### src/rtl/cla_multiword_sequencer_pkg.sv
// Shared types and helpers for the multi-word carry-look-ahead add sequencer.
package cla_multiword_sequencer_pkg;

  typedef enum logic [1:0] {
    ST_IDLE = 2'd0,
    ST_RUN  = 2'd1,
    ST_DONE = 2'd2
  } state_e;

  localparam int unsigned DEF_N = 4;
  localparam int unsigned DEF_W = 16;
  localparam int unsigned DEF_K = DEF_W / DEF_N;

  // Beat counter width: wide enough for 0..K-1, never narrower than one bit.
  function automatic int unsigned beat_cnt_w(input int unsigned k);
    return (k <= 1) ? 1 : $clog2(k);
  endfunction

endpackage

### src/rtl/cla_slice.sv
// Combinational N-bit generate/propagate carry-look-ahead adder slice.
module cla_slice #(
  parameter int unsigned N = 4
) (
  input  logic [N-1:0] a,
  input  logic [N-1:0] b,
  input  logic         cin,
  output logic [N-1:0] s,
  output logic         cout
);

  logic [N-1:0] w_g;
  logic [N-1:0] w_p;
  logic [N:0]   w_c;
  logic         w_t;
  logic         w_pp;

  assign w_g = a & b;
  assign w_p = a ^ b;

  // Each carry is a flat sum-of-products of generate/propagate terms and cin.
  always_comb begin
    w_c    = '0;
    w_t    = 1'b0;
    w_pp   = 1'b0;
    w_c[0] = cin;
    for (int unsigned i = 0; i < N; i++) begin
      w_t  = w_g[i];
      w_pp = w_p[i];
      for (int unsigned j = 0; j < i; j++) begin
        w_t  = w_t | (w_pp & w_g[i-1-j]);
        w_pp = w_pp & w_p[i-1-j];
      end
      w_c[i+1] = w_t | (w_pp & cin);
    end
  end

  assign s    = w_p ^ w_c[N-1:0];
  assign cout = w_c[N];

endmodule

### src/rtl/cla_multiword_sequencer.sv
// Multi-precision adder: iterates one N-bit CLA slice over K=W/N beats, LSB slice first.
module cla_multiword_sequencer
  import cla_multiword_sequencer_pkg::*;
#(
  parameter int unsigned N = 4,
  parameter int unsigned W = 16
) (
  input  logic         clk,
  input  logic         rst_n,
  input  logic         in_valid,
  output logic         in_ready,
  input  logic [W-1:0] A,
  input  logic [W-1:0] B,
  input  logic         Cin,
  output logic         out_valid,
  input  logic         out_ready,
  output logic [W-1:0] Sum,
  output logic         Cout,
  output logic         Ovf,
  output logic         busy
);

  localparam int unsigned K  = W / N;
  localparam int unsigned BW = beat_cnt_w(K);

  // Reject slice/operand widths that do not tile evenly.
  generate
    if (N < 1 || (W % N) != 0 || K < 1) begin : g_param_err
      $error("cla_multiword_sequencer: W must be a positive multiple of N");
    end
  endgenerate

  state_e        r_state;
  logic [BW-1:0] r_beat;
  logic          r_carry;
  logic [W-1:0]  r_a;
  logic [W-1:0]  r_b;
  logic [W-1:0]  r_sum;
  logic          r_cout;
  logic          r_ovf;
  logic          r_out_valid;
  logic          r_busy;

  logic [N-1:0]  w_a_sl;
  logic [N-1:0]  w_b_sl;
  logic [N-1:0]  w_s;
  logic          w_cout;
  logic          w_last;

  // Select the current beat's slice of the latched operands.
  assign w_a_sl = N'(r_a >> (N * 32'(r_beat)));
  assign w_b_sl = N'(r_b >> (N * 32'(r_beat)));
  assign w_last = (r_beat == BW'(K - 1));

  cla_slice #(.N(N)) u_slice (
    .a    (w_a_sl),
    .b    (w_b_sl),
    .cin  (r_carry),
    .s    (w_s),
    .cout (w_cout)
  );

  // Sequencer FSM: accept in IDLE, one slice per edge in RUN, hold result in DONE.
  always_ff @(posedge clk or negedge rst_n) begin
    if (!rst_n) begin
      r_state     <= ST_IDLE;
      r_beat      <= '0;
      r_carry     <= 1'b0;
      r_a         <= '0;
      r_b         <= '0;
      r_sum       <= '0;
      r_cout      <= 1'b0;
      r_ovf       <= 1'b0;
      r_out_valid <= 1'b0;
      r_busy      <= 1'b0;
    end else begin
      case (r_state)
        ST_IDLE: begin
          if (in_valid) begin
            r_a     <= A;
            r_b     <= B;
            r_carry <= Cin;
            r_beat  <= '0;
            r_busy  <= 1'b1;
            r_state <= ST_RUN;
          end
        end
        ST_RUN: begin
          r_sum[N*32'(r_beat) +: N] <= w_s;
          r_carry                   <= w_cout;
          if (w_last) begin
            r_beat      <= '0;
            r_cout      <= w_cout;
            r_ovf       <= (r_a[W-1] == r_b[W-1]) && (w_s[N-1] != r_a[W-1]);
            r_out_valid <= 1'b1;
            r_busy      <= 1'b0;
            r_state     <= ST_DONE;
          end else begin
            r_beat <= r_beat + BW'(1);
          end
        end
        ST_DONE: begin
          if (out_ready) begin
            r_out_valid <= 1'b0;
            r_state     <= ST_IDLE;
          end
        end
        default: begin
          r_out_valid <= 1'b0;
          r_busy      <= 1'b0;
          r_state     <= ST_IDLE;
        end
      endcase
    end
  end

  assign in_ready  = (r_state == ST_IDLE);
  assign out_valid = r_out_valid;
  assign busy      = r_busy;
  assign Sum       = r_sum;
  assign Cout      = r_cout;
  assign Ovf       = r_ovf;

endmodule

### config.mk
export PLATFORM = sky130hd
export DESIGN_NAME = cla_multiword_sequencer
export DESIGN_NICKNAME = d
export VERILOG_FILES = /design/src/rtl/cla_multiword_sequencer_pkg.sv /design/src/rtl/cla_slice.sv /design/src/rtl/cla_multiword_sequencer.sv
export SDC_FILE = /design/constraint.sdc
export NUM_CORES = 1
export LEC_CHECK = 0
export BUFFER_PORTS_ARGS = -buffer_cell sky130_fd_sc_hd__buf_2
export CORE_UTILIZATION = 42
export DETAILED_ROUTE_END_ITERATION = 8
export GPL_ROUTABILITY_DRIVEN = 0
export PLACE_DENSITY = 0.75
export SLEW_MARGIN = 15
export SYNTH_ARGS = -nofsm -noshare
export SYNTH_HDL_FRONTEND = slang
export SYNTH_SLANG_ARGS = --single-unit
### constraint.sdc
create_clock -name clk -period 4.5 [get_ports clk]
set_clock_uncertainty 0.2 [all_clocks]
set_input_delay 0.9 -clock clk [delete_from_list [all_inputs] [get_ports clk]]
set_output_delay 0.9 -clock clk [all_outputs]
set_load 0.1 [all_outputs]
# After elaboration in Yosys (flattened, before gate mapping)
# Cells that the tools add are included.
dict set report classes {
  add_sub_neg 2
  eq_ne 8
  shift 4
  mux 16
  n_bitwise 31
  reduce_logical 9
}
# cell count
set ops {}
lappend ops {{negator 4 -> 34 bit} 1}
lappend ops {{variable shift 4 x 34 -> 16 bit (first input constant)} 1}
lappend ops {{variable part select 4 x 34 -> 16 bit} 1}
lappend ops {{>> shifter 16 x 4 -> 4 bit} 2}
lappend ops {{bitwise AND 1 bit} 16}
lappend ops {{bitwise mux 16 bit} 1}
lappend ops {{two-way mux 2 bit} 5}
lappend ops {{bitwise OR 1 bit} 10}
lappend ops {{AND reduction 3 bit} 3}
lappend ops {{bitwise XOR 4 bit} 2}
lappend ops {{!= test 2 bit (second input constant)} 3}
lappend ops {{one-hot mux 1 bit (3 select lines)} 2}
lappend ops {{one-hot mux 2 bit (3 select lines)} 1}
lappend ops {{AND reduction 2 bit} 3}
lappend ops {{two-way mux 1 bit} 5}
lappend ops {{bitwise AND 4 bit} 1}
lappend ops {{== test 2 bit (second input constant)} 2}
lappend ops {{one-hot mux 2 bit (2 select lines)} 1}
lappend ops {{adder 2 x 1 -> 2 bit (second input constant)} 1}
lappend ops {{== test 2 x 1 -> 1 bit (second input constant)} 1}
lappend ops {{logical NOT 2 bit} 1}
lappend ops {{inverter 1 bit} 2}
lappend ops {{one-hot mux 1 bit (2 select lines)} 1}
lappend ops {{nonzero test 2 bit} 1}
lappend ops {{3 further kinds} 3}
dict set report totals {
  reg_bits 57
  in_bits 37
  wordCells 80
}

# Logic depth before layout (Yosys ltp)
# Gate-level depths: netlist (run 1).
dict set report depth {
  ltp_word 9
  depth_mapped 8
  mapped_depth_nobuf 6
}

# Cells and area by module
# From an unflattened synthesis (run 1), not the netlist that was laid out.
dict set report hier_totals {
  hier_cells 254
  area_unflattened_um2 2796.4
}
# module n_inst cells_each area_per_inst_um2 seq_area_each_um2
set modules_own_cells {}
lappend modules_own_cells {cla_multiword_sequencer 1 237 2648.8 1426.4}
lappend modules_own_cells {cla_slice 1 17 147.6 0.0}

# Worst setup path before layout (run 1)
# Ideal clock, no wire load.
dict set report synth_timing {
  path_type {reg-to-output}
  from {register r_state[0]}
  to {output in_ready}
  arrival_ns 1.876
  setup_slack_ns 1.524
  path_stages_with_launch 3
  path_cell_list {dfrtp_1 > buf_4 > nor2_1}
}
dict set report synth_via {
  elab_chain_cells 1
}
# element line
set synth_lines {}
lappend synth_lines {{from (decl)} cla_multiword_sequencer.sv:33} ;# state_e r_state;
lappend synth_lines {{from (signal assigned)} cla_multiword_sequencer.sv:66} ;# r_state <= ST_IDLE;
lappend synth_lines {{from (signal assigned)} cla_multiword_sequencer.sv:85} ;# r_state <= ST_RUN;
lappend synth_lines {{from (signal assigned)} cla_multiword_sequencer.sv:97} ;# r_state <= ST_DONE;
lappend synth_lines {{logical NOT 2 bit} cla_multiword_sequencer.sv:117} ;# assign in_ready = (r_state == ST_IDLE);
lappend synth_lines {{to (decl)} cla_multiword_sequencer.sv:11} ;# output logic in_ready,
# Every way passes these cells.

# Final worst setup path (run 1)
dict set report layout_timing {
  from {register r_beat[0]}
  to {register r_sum[3], in the netlist Sum[3]}
}
dict set report layout_via {
  elab_chain_cells 9
  word_cells_on_any_way 24
  cone_classes {add/sub: 1; shift: 4; mux: 1; bitwise: 18}
}
# element line
set layout_lines {}
lappend layout_lines {{from (decl)} cla_multiword_sequencer.sv:34} ;# logic [BW-1:0] r_beat;
lappend layout_lines {{from (signal assigned)} cla_multiword_sequencer.sv:99} ;# r_beat <= r_beat + BW'(1);
lappend layout_lines {{>> shifter 16 x 4 -> 4 bit, on equally long branches} {cla_multiword_sequencer.sv:51, cla_multiword_sequencer.sv:52}}
lappend layout_lines {{bitwise XOR 4 bit or bitwise AND 4 bit (tied branches)} {cla_slice.sv:19, cla_slice.sv:18}}
lappend layout_lines {{bitwise AND 1 bit, on equally long branches} {cla_slice.sv:31, cla_slice.sv:32}}
lappend layout_lines {{bitwise OR 1 bit, or another cell as far along} cla_slice.sv:31} ;# w_t = w_t | (w_pp & w_g[i-1-j]);
lappend layout_lines {{bitwise OR 1 bit or bitwise AND 1 bit (tied branches)} {cla_slice.sv:31, cla_slice.sv:34}}
lappend layout_lines {{bitwise OR 1 bit} cla_slice.sv:34} ;# w_c[i+1] = w_t | (w_pp & cin);
lappend layout_lines {{bitwise XOR 4 bit} cla_slice.sv:38} ;# assign s = w_p ^ w_c[N-1:0];
lappend layout_lines {{variable part select 4 x 34 -> 16 bit} cla_multiword_sequencer.sv:89} ;# r_sum[N*32'(r_beat) +: N] <= w_s;
lappend layout_lines {{bitwise mux 16 bit *} cla_multiword_sequencer.sv:89}
lappend layout_lines {{to (signal, indexed assignment)} cla_multiword_sequencer.sv:89}
lappend layout_lines {{to (decl)} cla_multiword_sequencer.sv:38} ;# logic [W-1:0] r_sum;
# Every way passes the cells marked *; elsewhere a longest branch is shown, timed or not.
# A chain may end at the register's enable or synchronous reset.

==> flow_summary.yaml, run 1 <==
placed_design:
  place.port_buffers: 57
  dp_hpwl_um: 3700
cts:
  cts-buffers-inserted: 9
  worstSkewPairLatency_ns: 0.34
  cts_setup_buffers: 0
  cts_buffer_depth: 2
  cts_htree_levels: 3
  clkTransAtPathRegs_ns: 0.06
  tritoncts: "done"
  ctsRootBufferMaster: "sky130_fd_sc_hd__clkbuf_8"
  ctsResizeCount: 0
  cts_hold_repair.buffers: 0
  numClockSinks: 57
grt:
  gr-total-overflow: 0
  maximum_number_of_pins_on_one_net_before_global_route_repair: 36
  global_route_wire_length_before_repair_um: 8650
  via_count_of_the_first_global_routing_pass: 1767
  grt_antenna_before_repair: 0
  overall_track_demand_over_capacity_in_global_routing: 0.179
logic_synthesis:
  netlist_area_um2: 2700
  yosysSeqAreaShare: 0.528
  synthTopCellsByArea: "sky130_fd_sc_hd__dfrtp_1 53%, sky130_fd_sc_hd__mux2_2 13%, sky130_fd_sc_hd__mux4_2 6.7%"
  synth_edf_count: 0
  synthDominantCellAreaShare: 0.528
  postSynthRegisterBits: 57
  postSynthAreaPerCell_um2: 13.0
  yosys_warnings: 0
  async_flop_share: 1.00
  synthMostInstantiatedCell: "sky130_fd_sc_hd__dfrtp_1"
  post-synth-top-area-cell: "sky130_fd_sc_hd__dfrtp_1"
  post_synth_top_cells: "57 x sky130_fd_sc_hd__dfrtp_1, 30 x sky130_fd_sc_hd__mux2_2, 22 x sky130_fd_sc_hd__nand2_1"
  post_synth_inst_count: 207
  commonest_register_cell_after_synthesis: "sky130_fd_sc_hd__dfrtp_1"
  post_synth_num_cell_types: 36
  number_of_nets_in_the_synthesized_netlist: 255
setup_path:
  arrival_ns: 3.34
  timing.reg2reg.setup_slack_ns: 1.24
  endpoint_kind: "flip-flop"
  path_class: "reg2reg"
  cp.required_ns: 4.58
  timing.critical_path.from_type: "flip-flop"
  critPathMaxFanout: 19
finish:
  post-route-util: 0.531
  antenna_cells: 0
  area_growth_syn_to_layout_pct: 19.1
  final_nets: 316
  layout-drive-gt1-share: 0.425
sta:
  period_minus_slack_ns: 3.26
  setup_viol_count_final: 0
  worst-slew-pin-transition_ns: 0.807
  fmax_mhz: 307
  maxSlewViolCount: 0
  final.period_utilization: 0.725
  relSlewSlack: 0.462
  unrepaired_setup_endpoints_after_global_routing: "false"
  finalHoldViolations: 0
  setup_tns_ns: 0
drt:
  routedWlPerCell_um: 14.9
  via_per_inst: 5.21
  dr.first_iter.drc_count: 71
  drt_wl_total_um: 5200
  remaining_drc_errors: 0
  vias: 1812
  drtAntennaViolNets: 0
  detail_route.first_pass.iterations: 4
die:
  dieWidth_um: 82.2
  initial_core_util: 0.445
  ioPinCount: 58
  std_cell_rows: 28
  floorplan.core_area_um2: 6060
  die_height_um: 82.2
  dieArea_um2: 6750
hold_path:
  hold_path.class: "reg2reg"
job:
  maxCapViolations: 0
run_status:
  status: "finished clean"
-- cells by family after synthesis --
logic type | after synthesis | synth area share
flops | 57 | 0.528
simple gates | 49 | 0.0936
buf+inv | 14 | 0.0259
fa+ha+maj | 11 | 0.0538
xor+xnor | 2 | 0.00649
mux | 41 | 0.204
compound gates | 33 | 0.0881
-- sequential cells by signal, indices dropped and copies added (netlist names) --
signal     count
r_b           16
busy           1
r_carry        1
r_a           16
r_beat         2
Ovf            1
Cout           1
out_valid      1
Sum           16
r_state        2
-- per-layer routing --
metal  part of all wire  wire (µm)  global-route usage  up-vias
li1                   -          -                   -      877
met1               0.47       2460               0.244      873
met2               0.45       2330               0.259       49
met3              0.054        279              0.0484       13
met4              0.023        121              0.0947        0
met5                  0          0                   0        -
-- cell usage in the layout (no fill, tap or decap), types with 8 or more instances in the layout --
cell                       instances
sky130_fd_sc_hd__ha_1             10
sky130_fd_sc_hd__mux2_2           30
sky130_fd_sc_hd__buf_2            57
sky130_fd_sc_hd__nand2_1          22
sky130_fd_sc_hd__clkbuf_8         11
sky130_fd_sc_hd__dfrtp_1          57
sky130_fd_sc_hd__o31ai_1           8
sky130_fd_sc_hd__a22o_1            8
sky130_fd_sc_hd__mux4_2            8
sky130_fd_sc_hd__nor2_1           10
-- per-stage QoR --
step | std cells | area [µm²] | hold WS [ns] | setup slack (ns)
after floorplan | 207 | 2700 | 0.252 | 1.52
after global placement | 332 | 3040 | 0.264 | 1.26
after detailed placement | 332 | 3040 | 0.267 | 1.19
after CTS | 348 | 3220 | 0.281 | 1.17
after global routing | 348 | 3220 | 0.297 | 0.932
final | 348 | 3220 | 0.279 | 1.24
-- path summary, 6_finish.rpt --
path,start,endpoint,cells past startpoint
max in group asynchronous,rst_n,r_state[0],2
hold reg to reg,Sum[9],Sum[9],2
min in group asynchronous,rst_n,r_b[13],1
setup reg to reg,r_beat[0],Sum[3],6
setup / recovery,r_beat[0],Sum[3],6
hold / removal,Sum[9],Sum[9],2
-- final cells by class --
class	instances	area (µm²)
clock buffers	13	159
clock inverters	3	15.0
fillers	545	2840
inverters	5	18.8
multi-input cells	136	1200
flip-flops and latches	57	1430
well taps	75	93.8
repair buffers	59	300
-- critical path, cell delays in order, from the launching register on --
cell	delay [ns]
sky130_fd_sc_hd__dfrtp_1	0.86
sky130_fd_sc_hd__mux4_2	0.63
sky130_fd_sc_hd__ha_1	0.33
sky130_fd_sc_hd__a21o_1	0.20
sky130_fd_sc_hd__and4_1	0.23
sky130_fd_sc_hd__nor3_1	0.51
sky130_fd_sc_hd__a22o_1	0.22
Power of run 1 is left out: the tool's default activity adds up to more than one toggle a clock period on the data nets, which glitch-free logic cannot reach.
==> run 2, diff against run 1 <==
ABC_AREA = 1   (was not set)
PLACE_DENSITY = 0.78   (was 0.75)
clock period = 2.7 ns   (was 4.5 ns; I/O delays follow)
==> run 2 against run 1 <==
Compared with the run above: the flow now finishes with violations (negative hold slack); fmax is 34% higher; via count up 31%; final cell count rose by 36%; global-route usage increased by 2.8 points; worst hold slack worse by 0.28 ns; clock-buffer cell count rose by 1; non-clock buffer count rose by 1; first-iteration DRC count rose by 100%.
==> flow_summary.yaml, run 2 <==
run_status:
  status: "finished, violations left"
  violations: "negative hold slack"
logic_synthesis:
  commonest_register_cell_after_synthesis: "sky130_fd_sc_hd__dfrtp_1"
  post_synth_inst_count: 333
  yosysSeqAreaShare: 0.523
  postSynthAreaPerCell_um2: 8.19
  number_of_nets_in_the_synthesized_netlist: 381
  post_synth_num_cell_types: 25
  synthTopCellsByArea: "sky130_fd_sc_hd__dfrtp_1 52%, sky130_fd_sc_hd__nand2_1 19%, sky130_fd_sc_hd__o21ai_0 6.1%"
  synth_edf_count: 0
  postSynthRegisterBits: 57
  async_flop_share: 1.00
  synthMostInstantiatedCell: "sky130_fd_sc_hd__nand2_1"
  netlist_area_um2: 2730
  yosys_warnings: 0
  post-synth-top-area-cell: "sky130_fd_sc_hd__dfrtp_1"
  post_synth_top_cells: "139 x sky130_fd_sc_hd__nand2_1, 57 x sky130_fd_sc_hd__dfrtp_1, 33 x sky130_fd_sc_hd__o21ai_0"
  synthDominantCellAreaShare: 0.523
sta:
  relSlewSlack: 0.603
  setup_viol_count_final: 0
  period_minus_slack_ns: 2.43
  final.period_utilization: 0.899
  setup_tns_ns: 0
  unrepaired_setup_endpoints_after_global_routing: "false"
  maxSlewViolCount: 0
  fmax_mhz: 412
  finalHoldViolations: 2
  worst-slew-pin-transition_ns: 0.595
  worst_slack_ns: 0.273
  whs_ns: -0.00263
hold_path:
  hold_path.class: "in2async"
setup_path:
  cp.required_ns: 2.78
  path_class: "reg2reg"
  worstSetupStartpoint: "r_beat[0]"
  endpoint_kind: "flip-flop"
  crit_slowest_cell: "sky130_fd_sc_hd__dfrtp_1"
  critical-path-max-stage-delay_ns: 0.39
  path_cells: "buf_4 -> o21ai_0 -> o22ai_1 -> ha_1 -> nand2_1 -> nand2_1 -> nor2_1 -> nand2_1 -> nand2_1 -> nand2_1 -> nor2_2 -> nand3_1 -> nand2_1"
  crit-reg2reg-launch: "r_beat[0]"
  critical-path-top-cell-by-count: "sky130_fd_sc_hd__nand2_1"
  r2r_cells: 13
  arrival_ns: 2.51
  timing.critical_path.from_type: "flip-flop"
  critPathMaxFanout: 26
drt:
  drtAntennaViolNets: 0
  drt_wl_total_um: 5960
  remaining_drc_errors: 0
  via_per_inst: 4.99
  detail_route.first_pass.iterations: 4
  dr.first_iter.drc_count: 145
  vias: 2366
  routedWlPerCell_um: 12.6
die:
  dieArea_um2: 6820
  std_cell_rows: 28
  initial_core_util: 0.447
  floorplan.core_area_um2: 6100
  die_height_um: 82.6
  dieWidth_um: 82.6
  ioPinCount: 58
grt:
  global_route_wire_length_before_repair_um: 10300
  grt_antenna_before_repair: 0
  via_count_of_the_first_global_routing_pass: 2299
  maximum_number_of_pins_on_one_net_before_global_route_repair: 37
  gr-total-overflow: 0
  overall_track_demand_over_capacity_in_global_routing: 0.207
finish:
  antenna_cells: 0
  multi_input_area_um2: 1170
  post-route-util: 0.538
  fillCellCount: 613
  final_nets: 442
  layout-drive-gt1-share: 0.228
  area_growth_syn_to_layout_pct: 20.3
  layout.cells.non_filler: 474
  layout.cells.most_common: "sky130_fd_sc_hd__nand2_1"
  most-common-layout-cells: "139 x sky130_fd_sc_hd__nand2_1, 57 x sky130_fd_sc_hd__dfrtp_1, 57 x sky130_fd_sc_hd__buf_2, 33 x sky130_fd_sc_hd__o21ai_0, 22 x sky130_fd_sc_hd__nor2_1"
  storage_cell_area_um2: 1430
placed_design:
  place_worst_setup_slack_ns: 0.215
  place.port_buffers: 57
  dp_cells: 458
  dp_hpwl_um: 4330
cts:
  clkTransAtPathRegs_ns: 0.06
  cts_hold_repair.buffers: 0
  cts_buffer_depth: 2
  ctsRootBufferMaster: "sky130_fd_sc_hd__clkbuf_8"
  numClockSinks: 57
  tritoncts: "done"
  ctsResizeCount: 0
  worstSkewPairLatency_ns: 0.34
  cts_htree_levels: 3
  cts_setup_buffers: 0
  cts-buffers-inserted: 9
job:
  maxCapViolations: 0
==> run 2: worst max-delay path, delay by kind of cell, from the launching register on <==
family | cells | cell delay, ns
and+or+nand+nor | 9 | 0.83
DFF | 1 | 0.39
adders and majority gates | 1 | 0.37
AOI/OAI and AO/OA | 2 | 0.36
buffers and inverters | 1 | 0.22
==> run 2: cell type report <==
| type | instances | share of cell area |
|---|---|---|
| tap | 75 | 0.0286 |
| sequential | 57 | 0.435 |
| clock inverter | 2 | 0.00305 |
| multi-input combinational | 246 | 0.357 |
| timing repair buffer | 60 | 0.0976 |
| inverter | 20 | 0.0229 |
| clock buffer | 14 | 0.0557 |
==> run 2: per-stage QoR <==
stage          hold WS, ns  cell area [µm²]
6_report          -0.00263             3280
2_1_floorplan       0.0444             2730
4_1_cts            0.00534             3280
3_5_place_dp         0.261             3090
3_3_place_gp         0.261             3090
5_1_grt             0.0477             3280
==> run 2: cell families (layout without fill, tap and decap cells) <==
group | Yosys count | after routing | synth area share
XOR/XNOR | 1 | 1 | 0.00321
buffers and inverters | 30 | 96 | 0.0472
adder cells (fa/ha/maj) | 11 | 11 | 0.0532
flip-flops | 57 | 57 | 0.523
AND/OR/NAND/NOR | 185 | 185 | 0.276
AO/OA/AOI/OAI | 49 | 49 | 0.0977
==> run 2: metal layers <==
metal  GRT usage  part of all wire
met5           0                 0
met1       0.269              0.46
met3      0.0429             0.054
met2       0.317              0.45
met4       0.128             0.030
==> run 2: final timing paths <==
check | end | slack [ns]
setup reg to reg | Sum[7] | 0.27
min in group clk | r_b[13] | 0.19
hold reg to reg | r_b[7] | 0.28
max in group asynchronous | r_beat[0] | 1.73
hold / removal | r_b[13] | -0.003
setup / recovery | Sum[7] | 0.27
Power of run 2 is left out for the same reason.
==> run 3, diff against run 2 <==
PLACE_DENSITY = 0.77   (was 0.78)
SYNTH_HIERARCHICAL = 1   (was not set)
==> run 3 against run 2 <==
Compared with the run above: the run now ends clean; wire length is 7.8% higher; via count is 12% higher; flip-flop and latch count stayed put; worst hold slack better by 0.016 ns; sequential share of layout area is 3.3 points lower; design area is 8.3% higher; utilization is 1.5 points lower; critical path depth is 1 lower; first-iteration DRC count is 1.4% lower; largest cell class unchanged; highest routed layer unchanged.
==> flow_summary.yaml, run 3 <==
cts:
  tritoncts: "done"
  cts_htree_levels: 3
  clkTransAtPathRegs_ns: 0.06
  numClockSinks: 57
  cts_buffer_depth: 2
  cts-buffers-inserted: 9
  worstSkewPairLatency_ns: 0.33
  ctsRootBufferMaster: "sky130_fd_sc_hd__clkbuf_8"
setup_path:
  cp.required_ns: 2.77
  critPathMaxFanout: 15
  path_class: "reg2reg"
  endpoint_kind: "flip-flop"
  arrival_ns: 2.50
  timing.critical_path.from_type: "flip-flop"
finish:
  antenna_cells: 0
  final_nets: 494
  layout.cells.most_common: "sky130_fd_sc_hd__nand2_1"
  layout.cells.non_filler: 546
  non_filler_cell_area_final_um2: 3550
  layout-drive-gt1-share: 0.198
  most-common-layout-cells: "166 x sky130_fd_sc_hd__nand2_1, 57 x sky130_fd_sc_hd__buf_2, 56 x sky130_fd_sc_hd__dfrtp_1, 42 x sky130_fd_sc_hd__nand3_1, 32 x sky130_fd_sc_hd__nor2_1"
  post-route-util: 0.523
  area_growth_syn_to_layout_pct: 20.5
run_status:
  status: "finished clean"
sta:
  maxSlewViolCount: 0
  setup_tns_ns: 0
  setup_viol_count_final: 0
  fmax_mhz: 413
  final.period_utilization: 0.897
  unrepaired_setup_endpoints_after_global_routing: "false"
  period_minus_slack_ns: 2.42
  worst-slew-pin-transition_ns: 0.610
  finalHoldViolations: 0
  relSlewSlack: 0.593
die:
  die_height_um: 85.8
  dieWidth_um: 85.8
  initial_core_util: 0.434
  ioPinCount: 58
  floorplan.core_area_um2: 6790
  dieArea_um2: 7360
  std_cell_rows: 30
logic_synthesis:
  postSynthRegisterBits: 57
  post_synth_inst_count: 386
  post-synth-top-area-cell: "sky130_fd_sc_hd__dfrtp_1"
  yosysSeqAreaShare: 0.484
  number_of_nets_in_the_synthesized_netlist: 434
  synthMostInstantiatedCell: "sky130_fd_sc_hd__nand2_1"
  synthDominantCellAreaShare: 0.484
  post_synth_num_cell_types: 23
  netlist_area_um2: 2950
  postSynthAreaPerCell_um2: 7.64
  yosys_warnings: 6
  synth_edf_count: 0
  post_synth_top_cells: "166 x sky130_fd_sc_hd__nand2_1, 57 x sky130_fd_sc_hd__dfrtp_1, 42 x sky130_fd_sc_hd__nand3_1"
  synthTopCellsByArea: "sky130_fd_sc_hd__dfrtp_1 48%, sky130_fd_sc_hd__nand2_1 21%, sky130_fd_sc_hd__nand3_1 7.1%"
  commonest_register_cell_after_synthesis: "sky130_fd_sc_hd__dfrtp_1"
  async_flop_share: 1.00
grt:
  gr-total-overflow: 0
  overall_track_demand_over_capacity_in_global_routing: 0.198
  global_route_wire_length_before_repair_um: 11200
  via_count_of_the_first_global_routing_pass: 2574
  maximum_number_of_pins_on_one_net_before_global_route_repair: 35
  grt_antenna_before_repair: 0
placed_design:
  placed_area_um2: 3320
  place.port_buffers: 57
  dp_cells: 529
  dp_hpwl_um: 4730
drt:
  remaining_drc_errors: 0
  via_per_inst: 4.86
  drt_wl_total_um: 6420
  routedWlPerCell_um: 11.8
  vias: 2652
  sum_of_routed_wire_segments_on_met1_um: 3000
  dr.first_iter.drc_count: 143
  drtAntennaViolNets: 0
  met2WireLength_um: 3040
  route.met3.wl_um: 261
  topRoutingLayerUsed: "met4"
  detail_route.first_pass.iterations: 4
job:
  maxCapViolations: 0
hold_path:
  hold_path.class: "in2async"
run 3: cell count changes after synthesis, moves of 2 or more:
cell                       change
sky130_fd_sc_hd__buf_2         +6
sky130_fd_sc_hd__inv_1        +12
sky130_fd_sc_hd__inv_2         -2
sky130_fd_sc_hd__nand2_1      +27
sky130_fd_sc_hd__nand3_1      +32
sky130_fd_sc_hd__nand3b_1      -2
sky130_fd_sc_hd__nor2_1       +10
sky130_fd_sc_hd__nor2_2        -4
sky130_fd_sc_hd__o211ai_1     +10
sky130_fd_sc_hd__o21ai_0      -23
sky130_fd_sc_hd__o21ai_1       -5
sky130_fd_sc_hd__o22ai_1       -8
run 3: final timing paths:
check / to / slack [ns] / cells after the start / startpoint
hold / removal: out_valid / 0.01 / 1 / rst_n
setup reg to reg: Sum[9] / 0.28 / 12 / r_beat[1]
hold reg to reg: busy / 0.27 / 2 / busy
max in group asynchronous: r_beat[1] / 1.70 / 2 / rst_n
setup / recovery: Sum[9] / 0.28 / 12 / r_beat[1]
min in group clk: r_state[1] / 0.21 / 2 / out_ready
run 3: cell families (layout without fill, tap and decap cells):
logic type               after synthesis  in the layout  synth area share
AO/OA/AOI/OAI                         23             23            0.0484
XOR/XNOR                               1              1           0.00297
adder cells (fa/ha/maj)               11             11            0.0492
buffers and inverters                 46            110            0.0692
flip-flops                            57             57             0.484
AND/OR/NAND/NOR                      248            248             0.346
run 3: critical path, stage by stage, from the launching register on:
cell and delay [ns]:
sky130_fd_sc_hd__dfrtp_2 0.44, sky130_fd_sc_hd__clkinvlp_4 0.09, sky130_fd_sc_hd__buf_4 0.18, sky130_fd_sc_hd__nor2_1 0.10, sky130_fd_sc_hd__o21ai_0 0.09, sky130_fd_sc_hd__nand2_1 0.11
sky130_fd_sc_hd__inv_1 0.06, sky130_fd_sc_hd__fa_1 0.43, sky130_fd_sc_hd__xnor2_1 0.25, sky130_fd_sc_hd__nand2_1 0.13, sky130_fd_sc_hd__nor2_1 0.14, sky130_fd_sc_hd__nand2_1 0.07
sky130_fd_sc_hd__nand2_1 0.05
run 3: layer usage:
layer,up-vias,global-route usage
li1,1335,-
met1,1241,0.243
met2,64,0.330
met3,12,0.0558
met4,0,0.0773
met5,-,0
run 3: repair_timing:
action	4_1_cts	5_1_grt
hold buffers	0	0
setup buffers	0	2
resized for setup	0	2
endpoints found under the setup margin	0	11
run 3: layout make-up:
cell class | count | area (µm²)
Tap cell | 96 | 120
Timing Repair Buffer | 65 | 358
Clock buffer | 13 | 179
Multi-Input combinational cell | 283 | 1320
Inverter | 30 | 116
Sequential cell | 57 | 1430
Clock inverter | 2 | 35.0
Fill cell | 668 | 3240
run 3: metrics by stage:
stage,setup slack (ns),hold WS (ns)
floorplan,0.375,0.0444
global placement,0.241,0.254
detailed placement,0.166,0.258
CTS,0.129,0.0213
global route,0.0326,0.0502
finish,0.278,0.0130
Power of run 3 is left out for the same reason.
